<file path="config.mk">
export PLATFORM = sky130hd
export DESIGN_NAME = cpu_bus_bridge
export DESIGN_NICKNAME = d
export VERILOG_FILES = /design/src/rtl/cpu_bus_bridge.sv
export SDC_FILE = /design/constraint.sdc
export NUM_CORES = 1
export LEC_CHECK = 0
export CAP_MARGIN = 10
export CORE_ASPECT_RATIO = 2
export CORE_MARGIN = 3
export CORE_UTILIZATION = 35
export CTS_BUF_LIST = sky130_fd_sc_hd__clkbuf_8 sky130_fd_sc_hd__clkbuf_16
export DETAILED_ROUTE_END_ITERATION = 6
export GPL_TIMING_DRIVEN = 0
export HOLD_SLACK_MARGIN = 0.06
export PLACE_DENSITY_LB_ADDON = 0.25
export SYNTH_ARGS = -nofsm -noshare
export SYNTH_HDL_FRONTEND = slang
export SYNTH_SLANG_ARGS = --single-unit
</file>
<file path="constraint.sdc">
create_clock -name clk -period 2.1 [get_ports clk]
set_input_delay 0.315 -clock clk [delete_from_list [all_inputs] [get_ports clk]]
set_output_delay 0.315 -clock clk [all_outputs]
set_load 0.02 [all_outputs]
</file>
<file path="src/rtl/cpu_bus_bridge.sv">
// Memory-side bridge behind the 65CE02 core: zero-wait on-chip RAM, plus an
// I/O window reached over a slow req/ack handshake that stalls the core.
module cpu_bus_bridge #(
  parameter logic [3:0] IO_PAGE  = 4'hD,
  parameter int         TIMEOUT  = 16,
  parameter logic [7:0] TMO_DATA = 8'hFF
) (
  input  logic        clk,
  input  logic        reset,
  input  logic [15:0] address_next,
  input  logic        write_next,
  input  logic [7:0]  data_o_next,
  input  logic        io_en,
  output logic        ready,
  output logic [7:0]  data_i,
  output logic        ram_en,
  output logic        ram_we,
  output logic [15:0] ram_addr,
  output logic [7:0]  ram_wdata,
  input  logic [7:0]  ram_rdata,
  output logic        io_req,
  output logic        io_we,
  output logic [15:0] io_addr,
  output logic [7:0]  io_wdata,
  input  logic        io_ack,
  input  logic [7:0]  io_rdata,
  output logic        bus_err,
  output logic [1:0]  dbg_state_o
);

  localparam logic [1:0] IDLE    = 2'd0;
  localparam logic [1:0] IO_WAIT = 2'd1;
  localparam logic [1:0] IO_DONE = 2'd2;

  localparam int             CW       = (TIMEOUT > 2) ? $clog2(TIMEOUT) : 1;
  localparam logic [CW-1:0]  CNT_LAST = CW'(TIMEOUT - 1);

  logic [1:0]    state_q, state_d;
  logic [CW-1:0] cnt_q, cnt_d;
  logic          io_req_q, io_req_d;
  logic          io_we_q, io_we_d;
  logic [15:0]   io_addr_q, io_addr_d;
  logic [7:0]    io_wdata_q, io_wdata_d;
  logic          bus_err_q, bus_err_d;
  logic [7:0]    hold_q, hold_d;
  logic          src_q, src_d;
  logic [7:0]    last_q, last_d;

  logic io_hit;
  logic accept;

  // Core handshake: ready is the only flow control. An access on the *_next
  // inputs commits at every rising edge where ready=1; while ready=0 the core
  // must hold still and the inputs are ignored. io_req/io_ack: io_req stays
  // high with stable io_* until an edge sees io_ack=1 (or the wait times out).
  assign io_hit = io_en & (address_next[15:12] == IO_PAGE);
  assign ready  = (state_q != IO_WAIT);
  assign accept = ready;

  assign ram_en    = accept & ~io_hit;
  assign ram_we    = ram_en & write_next;
  assign ram_addr  = address_next;
  assign ram_wdata = data_o_next;

  assign io_req      = io_req_q;
  assign io_we       = io_we_q;
  assign io_addr     = io_addr_q;
  assign io_wdata    = io_wdata_q;
  assign bus_err     = bus_err_q;
  assign dbg_state_o = state_q;

  // While stalled, keep presenting whatever the core saw before the stall.
  always_comb begin
    if (state_q == IO_WAIT) begin
      data_i = last_q;
    end else if (src_q) begin
      data_i = hold_q;
    end else begin
      data_i = ram_rdata;
    end
  end

  always_comb begin
    state_d    = state_q;
    cnt_d      = cnt_q;
    io_req_d   = io_req_q;
    io_we_d    = io_we_q;
    io_addr_d  = io_addr_q;
    io_wdata_d = io_wdata_q;
    bus_err_d  = 1'b0;
    hold_d     = hold_q;
    src_d      = src_q;
    last_d     = last_q;

    case (state_q)
      IDLE, IO_DONE: begin
        if (io_hit) begin
          state_d    = IO_WAIT;
          cnt_d      = '0;
          io_req_d   = 1'b1;
          io_we_d    = write_next;
          io_addr_d  = address_next;
          io_wdata_d = data_o_next;
        end else begin
          state_d = IDLE;
        end
      end
      IO_WAIT: begin
        // Ack takes priority over a timeout landing on the same edge.
        if (io_ack) begin
          state_d  = IO_DONE;
          io_req_d = 1'b0;
          if (!io_we_q) begin
            hold_d = io_rdata;
          end
        end else if (cnt_q == CNT_LAST) begin
          state_d   = IO_DONE;
          io_req_d  = 1'b0;
          bus_err_d = 1'b1;
          if (!io_we_q) begin
            hold_d = TMO_DATA;
          end
        end else begin
          cnt_d = cnt_q + CW'(1);
        end
      end
      default: begin
        state_d  = IDLE;
        io_req_d = 1'b0;
      end
    endcase

    if (accept) begin
      src_d  = io_hit;
      last_d = data_i;
    end
  end

  always_ff @(posedge clk or negedge reset) begin
    if (!reset) begin
      state_q    <= IDLE;
      cnt_q      <= '0;
      io_req_q   <= 1'b0;
      io_we_q    <= 1'b0;
      io_addr_q  <= '0;
      io_wdata_q <= '0;
      bus_err_q  <= 1'b0;
      hold_q     <= '0;
      src_q      <= 1'b0;
      last_q     <= '0;
    end else begin
      state_q    <= state_d;
      cnt_q      <= cnt_d;
      io_req_q   <= io_req_d;
      io_we_q    <= io_we_d;
      io_addr_q  <= io_addr_d;
      io_wdata_q <= io_wdata_d;
      bus_err_q  <= bus_err_d;
      hold_q     <= hold_d;
      src_q      <= src_d;
      last_q     <= last_d;
    end
  end

endmodule

</file>
==> metrics.txt <==
# TYPE chip_impl_metric gauge
chip_impl_info{name="result_of_the_run",value="complete, no violations"} 1
chip_impl_metric{name="timing.critical_path.arrival",unit="ns"} 1.71
chip_impl_info{name="setup.worst_path.start",value="dbg_state_o[0]$_DFFE_PN0P_"} 1
chip_impl_metric{name="cts_htree_levels",unit=""} 2
chip_impl_info{name="synth_area_leaders",value="sky130_fd_sc_hd__dfrtp_1, sky130_fd_sc_hd__mux2_2, sky130_fd_sc_hd__buf_4"} 1
chip_impl_metric{name="regToRegSetupSlack",unit="ns"} 0.37
chip_impl_metric{name="r2r.worst_path.cells",unit=""} 5
chip_impl_metric{name="globalRouteOverflowTotal",unit=""} 0
chip_impl_metric{name="synthesis.nets",unit=""} 226
chip_impl_metric{name="synth_cells",unit=""} 180
chip_impl_metric{name="grt_max_degree",unit=""} 27
chip_impl_metric{name="relSlewSlack",unit="%"} 59.6
chip_impl_metric{name="power.total",unit="mW"} 3.07
chip_impl_metric{name="tns",unit="ns"} 0
chip_impl_metric{name="final_min_period_over_clock_period",unit="%"} 96.3
chip_impl_info{name="ys_dominant_reg_cell",value="sky130_fd_sc_hd__dfrtp_1"} 1
chip_impl_metric{name="syn_area",unit="um2"} 2230
chip_impl_metric{name="worstHoldPathCells",unit=""} 1
chip_impl_metric{name="pre_cts_ws",unit="ns"} -0.223
chip_impl_metric{name="worst_ep_required_time",unit="ns"} 1.78
chip_impl_metric{name="finalMaxSlewViolations",unit=""} 0
chip_impl_metric{name="io-pin-count",unit=""} 109
chip_impl_metric{name="cell_internal_pwr",unit="mW"} 2.18
chip_impl_metric{name="pwr-share-comb",unit="%"} 30.7
chip_impl_metric{name="drv.max_cap_violation_count",unit=""} 0
chip_impl_info{name="top_signal_layer_used",value="met4"} 1
chip_impl_metric{name="fmax",unit="MHz"} 494
chip_impl_info{name="worst_hold_startpoint",value="io_addr[12]$_DFFE_PN0P_"} 1
chip_impl_metric{name="floorplan.die_area",unit="um2"} 7430
chip_impl_metric{name="die_h",unit="um"} 119
chip_impl_info{name="regToRegEndpoint",value="io_wdata[6]$_DFFE_PN0P_"} 1
chip_impl_metric{name="wire_length_of_the_first_global_routing_pass",unit="um"} 9090
chip_impl_info{name="netlist_top_cells_count",value="sky130_fd_sc_hd__dfrtp_1, sky130_fd_sc_hd__buf_4, sky130_fd_sc_hd__mux2_2, sky130_fd_sc_hd__o21ai_0, sky130_fd_sc_hd__mux2i_1"} 1
chip_impl_metric{name="vdd_drop_max",unit="mV"} 0.590
chip_impl_metric{name="worst_slew_pin_slew",unit="ns"} 0.606
chip_impl_metric{name="post_synth_edffs",unit=""} 0
chip_impl_metric{name="first_global_vias",unit=""} 1890
chip_impl_metric{name="finalSetupViolations",unit=""} 0
chip_impl_info{name="worst_setup_path_end_kind",value="primary output"} 1
chip_impl_metric{name="drt_via_density",unit=""} 4.60
chip_impl_metric{name="post-synth-top-area-fraction",unit="%"} 56.0
chip_impl_metric{name="placementRows",unit=""} 40
chip_impl_metric{name="power.clock.fraction",unit="%"} 26.4
chip_impl_metric{name="synth.avg_cell_area",unit="um2"} 12.4
chip_impl_metric{name="critical_path_peak_fanout",unit=""} 10
chip_impl_metric{name="cts-root-to-sink-buffers",unit=""} 2
chip_impl_metric{name="sw_frac_of_total",unit="%"} 28.8
chip_impl_metric{name="count_of_unique_library_cells_instantiated_by_yosys",unit=""} 33
chip_impl_metric{name="fin_nets",unit=""} 344
chip_impl_metric{name="synth_seq_area_share",unit="%"} 56.0
chip_impl_metric{name="route.antenna.remaining_nets",unit=""} 0
chip_impl_info{name="yosysMostFrequentCell",value="sky130_fd_sc_hd__dfrtp_1"} 1
chip_impl_metric{name="pwr-share-seq",unit="%"} 43.0
chip_impl_metric{name="power_density_cells",unit="nW/um2"} 849
chip_impl_metric{name="dieWidth",unit="um"} 62.5
chip_impl_info{name="hold-path-endpoint",value="io_addr[12]$_DFFE_PN0P_"} 1
chip_impl_metric{name="synthesis.yosys.warnings",unit=""} 0
chip_impl_info{name="tritoncts",value="yes"} 1
chip_impl_metric{name="detail_route.iter0.violations",unit=""} 35
chip_impl_info{name="path_class",value="register to primary output"} 1
chip_impl_metric{name="post-route-min-period",unit="ns"} 2.02
chip_impl_metric{name="port-buffer-count",unit=""} 108
chip_impl_metric{name="met3WireLength",unit="um"} 244
chip_impl_info{name="clock_tree.root_cell",value="sky130_fd_sc_hd__clkbuf_16"} 1
chip_impl_metric{name="synth.ff_latch_count",unit=""} 50
chip_impl_metric{name="drc",unit=""} 0
chip_impl_metric{name="path_clk_slew",unit="ns"} 0.06
chip_impl_metric{name="initial_core_util",unit="%"} 36.6
chip_impl_metric{name="drt_pre_antenna_iters",unit=""} 4
chip_impl_metric{name="antenna_cells_inserted",unit=""} 0
chip_impl_metric{name="setup_slack",unit="ns"} 0.0775
chip_impl_metric{name="timing_hold_violations_final",unit=""} 0
chip_impl_metric{name="finalClockSkew",unit="ns"} 0.00522
chip_impl_metric{name="met2_length",unit="um"} 3220
chip_impl_info{name="setup.worst_path.start_class",value="register"} 1
chip_impl_metric{name="drt_wl_total",unit="um"} 5430
chip_impl_metric{name="place_congestion",unit=""} 0.793
chip_impl_metric{name="clock-sinks",unit=""} 50
chip_impl_metric{name="numPlacedInstances",unit=""} 373
chip_impl_metric{name="place_hpwl",unit="um"} 4270
chip_impl_metric{name="antenna_found_initial",unit=""} 0
chip_impl_info{name="r2r-start",value="dbg_state_o[0]$_DFFE_PN0P_"} 1
chip_impl_metric{name="worstSkewPairLatency",unit="ns"} 0.28
chip_impl_metric{name="static-leakage-power",unit="nW"} 1.51
chip_impl_metric{name="total_routing_resource_utilization_after_global_routing",unit="%"} 15.2
chip_impl_metric{name="final_cell_count_no_fill",unit=""} 383
chip_impl_metric{name="fraction_of_final_layout_cells_with_drive_strength_greater_than_1",unit="%"} 26.4
chip_impl_info{name="post_synthesis_cell_type_with_the_largest_combined_area",value="sky130_fd_sc_hd__dfrtp_1"} 1
chip_impl_info{name="hp-class",value="register to register"} 1
chip_impl_metric{name="area_growth_syn_to_fin",unit="%"} 61.6
chip_impl_metric{name="cts_buffers",unit=""} 5
chip_impl_metric{name="route.layer.met1.wl",unit="um"} 1900
chip_impl_metric{name="floorplan.core_area",unit="um2"} 6110
chip_impl_metric{name="routedWlPerCell",unit="um"} 14.2
chip_impl_metric{name="ys_async_sr_fraction",unit="%"} 100
chip_impl_info{name="rsz_0062_raised_after_global_routing",value="no"} 1
chip_impl_metric{name="route.vias.total",unit=""} 1761
chip_impl_metric{name="p_sw",unit="uW"} 884
## power by group through the flow
stage	sequential [mW]	clock [mW]	combinational, mW
after floorplan	1.46	0	0.331
after global placement	1.32	0	0.934
after detailed placement	1.34	0	0.954
after CTS	1.32	0.830	0.955
after global routing	1.35	0.865	1.01
final	1.32	0.809	0.940
## timing repair
action                                  CTS  global route
endpoints found under the hold margin    24             0
endpoints found under the setup margin   10            11
setup buffers                             0             1
resized for setup                        40             7
hold buffers                              1             0
## final cells by class
cell class              instances  area [um2]
plain buffers                  30         230
clock inverters                 2        12.5
fillers                       542        2500
inverters                       4        15.0
flip-flops and latches         50        1250
multi-input cells              96         748
repair buffers                111        1110
clock buffers                   6         139
well taps                      84         105
## cells by family (layout without fill, tap and decap cells)
| logic type | Yosys count | in the layout | share of synthesized area, % |
|---|---|---|---|
| buf+inv | 34 | 153 | 10.6 |
| fa+ha+maj | 1 | 1 | 0.560 |
| mux | 31 | 31 | 15.1 |
| compound gates | 33 | 33 | 9.41 |
| simple gates | 31 | 31 | 8.29 |
| flops | 50 | 50 | 56.0 |
## placed cells by master (no fill, tap or decap), drive strengths merged
master         instances
dlygate4sd3            1
dlygate4sd1            1
a31oi                  1
nand3b                 1
buf                   32
o211ai                 1
dlygate4sd2            1
or2                    4
or3                    2
nor2b                  2
o2bb2ai                1
clkdlybuf4s50         97
ha                     1
nand4                  1
clkbuf                 9
nor3                   1
o22a                   8
dfrtp                 50
o22ai                  2
and2b                  1
mux2i                  9
clkinvlp               1
and3                   1
o21ai                 18
mux2                  22
nor2                   6
nand2                  8
clkdlybuf4s15          6
inv                    4
clkinv                 1
o21a                   1
or3b                   1
nor3b                  1
o31ai                  1
nand3                  2
## state kept, by name, summed over array words and instances (netlist names)
signal / flops
bus_err: 1
cnt_q: 4
dbg_state_o: 2
hold_q: 8
io_addr: 16
io_req: 1
io_wdata: 8
io_we: 1
last_q: 8
src_q: 1
## routing by layer
metal,vias to the layer above,track usage (%)
met5,-,0
met4,0,5.67
met3,4,2.74
met2,61,29.3
met1,859,16.0
li1,837,-
## worst max-delay path: stages (launching register included)
cell and delay (ns):
sky130_fd_sc_hd__dfrtp_1 0.39, sky130_fd_sc_hd__nor2b_2 0.16, sky130_fd_sc_hd__buf_4 0.17, sky130_fd_sc_hd__clkbuf_4 0.19, sky130_fd_sc_hd__o21ai_1 0.21, sky130_fd_sc_hd__clkdlybuf4s15_2 0.29
## stage by stage
step / utilization [%] / hold slack [ns] / instance area [um2]
final: 59.1 / 0.467 / 3610
after global routing: 59.1 / 0.489 / 3610
after CTS: 59.1 / 0.473 / 3610
after detailed placement: 56.3 / 0.358 / 3430
after global placement: 56.0 / 0.451 / 3420
after floorplan: - / 0.0194 / 2230
## how the worst max path moves through the flow
stage / end / slack (ns) / depth (start not counted)
4_1_cts: data_i[4] / -0.0006 / 5
6_report: data_i[5] / 0.08 / 5
2_1_floorplan: ram_we / 0.26 / 4
3_3_place_gp: hold_q[2]$_DFFE_PN0P_ / -0.82 / 1
3_5_place_dp: data_i[5] / -0.22 / 5
5_1_grt: data_i[3] / 0.004 / 5
(Power assumes the default switching activity.)
==> variant 1 (config.mk and constraints unchanged) <==
The parameter `TMO_DATA` goes from 8'hFF to 8'h7F.
--- a/src/rtl/cpu_bus_bridge.sv
+++ b/src/rtl/cpu_bus_bridge.sv
@@ -3,7 +3,7 @@
 module cpu_bus_bridge #(
   parameter logic [3:0] IO_PAGE  = 4'hD,
   parameter int         TIMEOUT  = 16,
-  parameter logic [7:0] TMO_DATA = 8'hFF
+  parameter logic [7:0] TMO_DATA = 8'h7F
 ) (
   input  logic        clk,
   input  logic        reset,
Formal check against the unedited RTL: no difference found for any inputs over 10 cycles, from zero or initial values and one cycle with reset low; that may be too few to reach the edited logic, so the function may still have changed.
==> variant 1 against the unedited design <==
- total power increased by 6.8%
- fmax increased by 0.40%
- final area is 1.2% higher
- count of clock-buffer cells in the layout fell by 1
- routed wire length shrank 3.6%
- worst setup slack gained 8.1 ps
- largest cell class unchanged
- non-clock buffer count stayed put
- critical path type unchanged
- area after synthesis grew 0.22%
- sequential cell count did not move
==> variant 1: results (changes against the unedited design) <==
Via count = 1767 (was 1761)
Number of global-route vias before repair = 1973 (was 1890)
Largest net degree at the start of global routing = 32 (was 27)
Minimum clock period = 2010 ps (was 2020 ps)
Share of cells above drive strength 1 = 25.9% (was 26.4%)
Setup WS pre-CTS = -176 ps (was -223 ps)
Ys Warns = 0 (unchanged)
Clk buf depth = 2 (unchanged)
Final net count = 346 (was 344)
Max reg flops = 16 (unchanged)
# fillers = 542 (unchanged)
GPL Wtd Cong = 0.781 (was 0.793)
Worst reg2reg setup slack = 360 ps
Leakage = 0.00154 uW (was 0.00151 uW)
Status = finished clean (unchanged)
Hold_ws = 468 ps (was 467 ps)
Top cells by area, synth = dfrtp_1 (56%), mux2_2 (11%), buf_4 (8.0%) (was dfrtp_1 (56%), mux2_2 (11%), buf_4 (8.1%))
CTS Buf Count = 5 (unchanged)
Crit path max fanout = 10 (unchanged)
WHS Path Cells = 1 (unchanged)
Worst Path Arrival = 1700 ps
Tot GR Track Use = 15.2% (about the same)
Synth Net Count = 228 (was 226)
Initial antenna violation count = 0 (unchanged)
HP Class = flip-flop to flip-flop (unchanged)
Ant diodes = 0 (unchanged)
Worst vdd ir = 0.000691 V (was 0.000590 V)
Grt ovf = 0 (unchanged)
Endpoints failing hold = 0 (unchanged)
DR iter-0 viols = 43 (was 35)
Register area share after synthesis = 55.9% (was 56.0%)
Ys async rst share = 100% (unchanged)
Clock Skews = 5.85 ps (was 5.22 ps)
Avg WL per Cell = 13.6 microns (was 14.2 microns)
Clock slew at reported path FFs = 60 ps (about the same)
Drt pass-1 iters = 5 (was 4)
# H-tree levels = 2 (unchanged)
First-pass GRT wire length = 8980 microns (was 9090 microns)
HPWL Detailed = 4190 microns (was 4270 microns)
Slew @ Worst Pin = 478 ps (was 606 ps)
Synth top cells by count = dfrtp_1 (50), buf_4 (24), mux2_2 (22) (unchanged)
variant 1: timing repair:
item,CTS,global route
setup buffers,0,1
hold buffers,1,0
pin swaps,0,0
gates resized for setup,36,10
endpoints found under the setup margin,10,10
hold endpoints to repair,19,0
variant 1: metal layers:
| layer | routed length [microns] | global-route usage (%) |
|---|---|---|
| met1 | 1880 | 15.2 |
| met3 | 241 | 3.96 |
| met2 | 3020 | 28.8 |
| met4 | 93 | 6.64 |
| met5 | 0 | 0 |
variant 1: worst max-delay path, stage by stage, from the launching register on:
cell and delay [ps]:
dfrtp_1 390, nor2b_1 140, buf_4 170, clkbuf_4 190, o21ai_0 180, dlygate4sd1_1 340
variant 1: kinds of logic (layout without fill, tap and decap cells):
logic type | after synthesis | in the layout | synth area share, %
AND/OR/NAND/NOR | 31 | 31 | 8.27
flip-flops | 50 | 50 | 55.9
AO/OA/AOI/OAI | 33 | 33 | 9.28
multiplexers | 31 | 31 | 15.1
buffers and inverters | 36 | 155 | 10.9
adder cells (fa/ha/maj) | 1 | 1 | 0.559
variant 1: cell type report:
type | count | area, sq um | share of cell area (%)
flip-flops and latches | 50 | 1250 | 34.2
well taps | 84 | 105 | 2.88
clock buffers | 5 | 125 | 3.42
repair buffers | 111 | 1110 | 30.3
multi-input cells | 96 | 743 | 20.3
clock inverters | 3 | 68.8 | 1.88
inverters | 6 | 22.5 | 0.616
plain buffers | 30 | 230 | 6.30
variant 1: final timing paths:
check,from,endpoint
setup / recovery,dbg_state_o[0],data_i[4]
hold / removal,io_addr[14],io_addr[14]
setup reg to reg,dbg_state_o[0],io_addr[4]
hold reg to reg,io_addr[14],io_addr[14]
max in group asynchronous,reset,io_addr[7]
min in group asynchronous,reset,io_addr[8]
variant 1: power by group:
part           leakage [uW]  switching (uW)  total, uW  internal, uW
logic              0.000843             410        934           525
clock network     0.0000940             341       1030           684
registers          0.000605             131       1320          1180
total               0.00154             882       3280          2390
variant 1: per-stage QoR:
step                      cells  instance area [sq um]  TNS [ps]
final                       385                   3650         0
after global routing        385                   3650         0
after CTS                   384                   3650     -27.1
after detailed placement    375                   3440     -1420
after global placement      374                   3420    -40230
after floorplan             182                   2240         0
==> variant 2 (same flow settings) <==
Without the edit above. `io_addr_q`, `io_wdata_q` and `hold_q` no longer have a reset.
--- a/src/rtl/cpu_bus_bridge.sv
+++ b/src/rtl/cpu_bus_bridge.sv
@@ -142,10 +142,7 @@
       cnt_q      <= '0;
       io_req_q   <= 1'b0;
       io_we_q    <= 1'b0;
-      io_addr_q  <= '0;
-      io_wdata_q <= '0;
       bus_err_q  <= 1'b0;
-      hold_q     <= '0;
       src_q      <= 1'b0;
       last_q     <= '0;
     end else begin
@@ -153,14 +150,17 @@
       cnt_q      <= cnt_d;
       io_req_q   <= io_req_d;
       io_we_q    <= io_we_d;
-      io_addr_q  <= io_addr_d;
-      io_wdata_q <= io_wdata_d;
       bus_err_q  <= bus_err_d;
-      hold_q     <= hold_d;
       src_q      <= src_d;
       last_q     <= last_d;
     end
   end
 
+  always_ff @(posedge clk) begin
+    io_addr_q  <= io_addr_d;
+    io_wdata_q <= io_wdata_d;
+    hold_q     <= hold_d;
+  end
+
 endmodule
 
Check against the original RTL: not equivalent (a bounded check fails within 4 cycles, from zero or initial values and one cycle with reset low).
==> variant 2 against the unedited design <==
- critical path type is now input pin to output port
- largest cell class is now flip-flops and latches
- sequential cell count did not move
- routed wire length is 14% lower
- worst setup slack improved by 27 ps
- hold slack gained 4.9 ps
- final area shrank 6.5%
- area after synthesis fell by 6.4%
Power is not compared: it rests on default switching activity, and its combinational part moved more than twofold at a synthesized area within 25%.
==> variant 2: results (changes against the unedited design) <==
Status = finished clean (unchanged)
Routed vias/inst = 4.63 (was 4.60)
GPL Wtd Cong = 0.731 (was 0.793)
Worst hold endpoint = last_q[3] (was io_addr[12])
Avg WL per Cell = 14.0 microns (was 14.2 microns)
Synth top cells by count = edfxtp_1 (32), buf_4 (24), dfrtp_1 (18) (was dfrtp_1 (50), buf_4 (24), mux2_2 (22))
DR iter-0 viols = 17 (was 35)
Via count = 1538 (was 1761)
First-pass GRT wire length = 7270 microns (was 9090 microns)
Tot GR Track Use = 13.8% (was 15.2%)
# fillers = 495 (was 542)
Worst Path Arrival = 1680 ps (was 1710 ps)
WHS Path Cells = 2 (was 1)
Clock Skews = 4.93 ps (was 5.22 ps)
Dpl cells = 324 (was 373)
Drt pass-1 iters = 2 (was 4)
Register area share after synthesis = 67.5% (was 56.0%)
Synth Net Count = 200 (was 226)
Slew @ Worst Pin = 823 ps (was 606 ps)
HPWL Detailed = 3830 microns (was 4270 microns)
Worst reg2reg setup slack = 250 ps (was 370 ps)
Max stage delay cell, worst path = clkdlybuf4s50_1 (was dfrtp_1)
Netlist cell types = 30 (was 33)
Largest net degree at the start of global routing = 19 (was 27)
Share of cells above drive strength 1 = 19.2% (was 26.4%)
## variant 2: cell count changes after synthesis, sizes merged, moves of 3 or more
cell	delta
o22a	-8
mux2	-20
nand2b	+8
edfxtp	+32
or2	-3
dfrtp	-32
## variant 2: layout make-up
cell class	instances	share of cell area (%)
inverters	4	0.445
multi-input cells	70	13.6
well taps	61	2.26
plain buffers	30	6.34
clock buffers	5	3.71
clock inverters	3	0.334
repair buffers	109	31.5
flip-flops and latches	50	41.8
## variant 2: layer usage
metal	vias up	part of all wire, %	track usage, %
li1	744	-	-
met2	90	51	24.8
met3	8	11	3.82
met4	0	2.0	5.79
met5	-	0	0
met1	696	36	14.4
## variant 2: worst max-delay path by stage
stage / from / endpoint / depth (start not counted)
global placement: address_next[13] / io_we / 4
CTS: dbg_state_o[0] / data_i[0] / 6
floorplan: dbg_state_o[0] / io_we / 3
global route: address_next[15] / ram_en / 5
detailed placement: address_next[12] / ram_we / 5
finish: address_next[12] / ram_en / 5
## variant 2: power groups by stage
| stage | Sequential (uW) | Clock [uW] | Combinational [uW] |
|---|---|---|---|
| global placement | 1180 | 0 | 450 |
| finish | 1160 | 738 | 441 |
| global route | 1170 | 808 | 485 |
| CTS | 1160 | 765 | 455 |
| detailed placement | 1180 | 0 | 462 |
| floorplan | 1190 | 0 | 204 |
## variant 2: repair_timing
item / CTS / global route
pin swaps: 0 / 0
resized for setup: 21 / 22
endpoints found under the setup margin: 10 / 19
## variant 2: through the flow
step                area (sq um)  setup WS (ps)
detailed placement          3280           -142
global placement            3250           -578
finish                      3380            105
floorplan                   2090           27.1
global route                3380           2.96
CTS                         3410           5.08
## variant 2: kinds of logic after synthesis
logic type,after synthesis,synth area share [%]
AND/OR/NAND/NOR,32,8.32
adder cells (fa/ha/maj),1,0.598
flip-flops,50,67.5
buffers and inverters,34,10.7
multiplexers,12,5.86
AO/OA/AOI/OAI,25,7.00
## variant 2: tightest hold or removal path: stages (launching register included)
cell     delay [ps]
dfrtp_1         320
nand2_1          50
o21ai_0          60
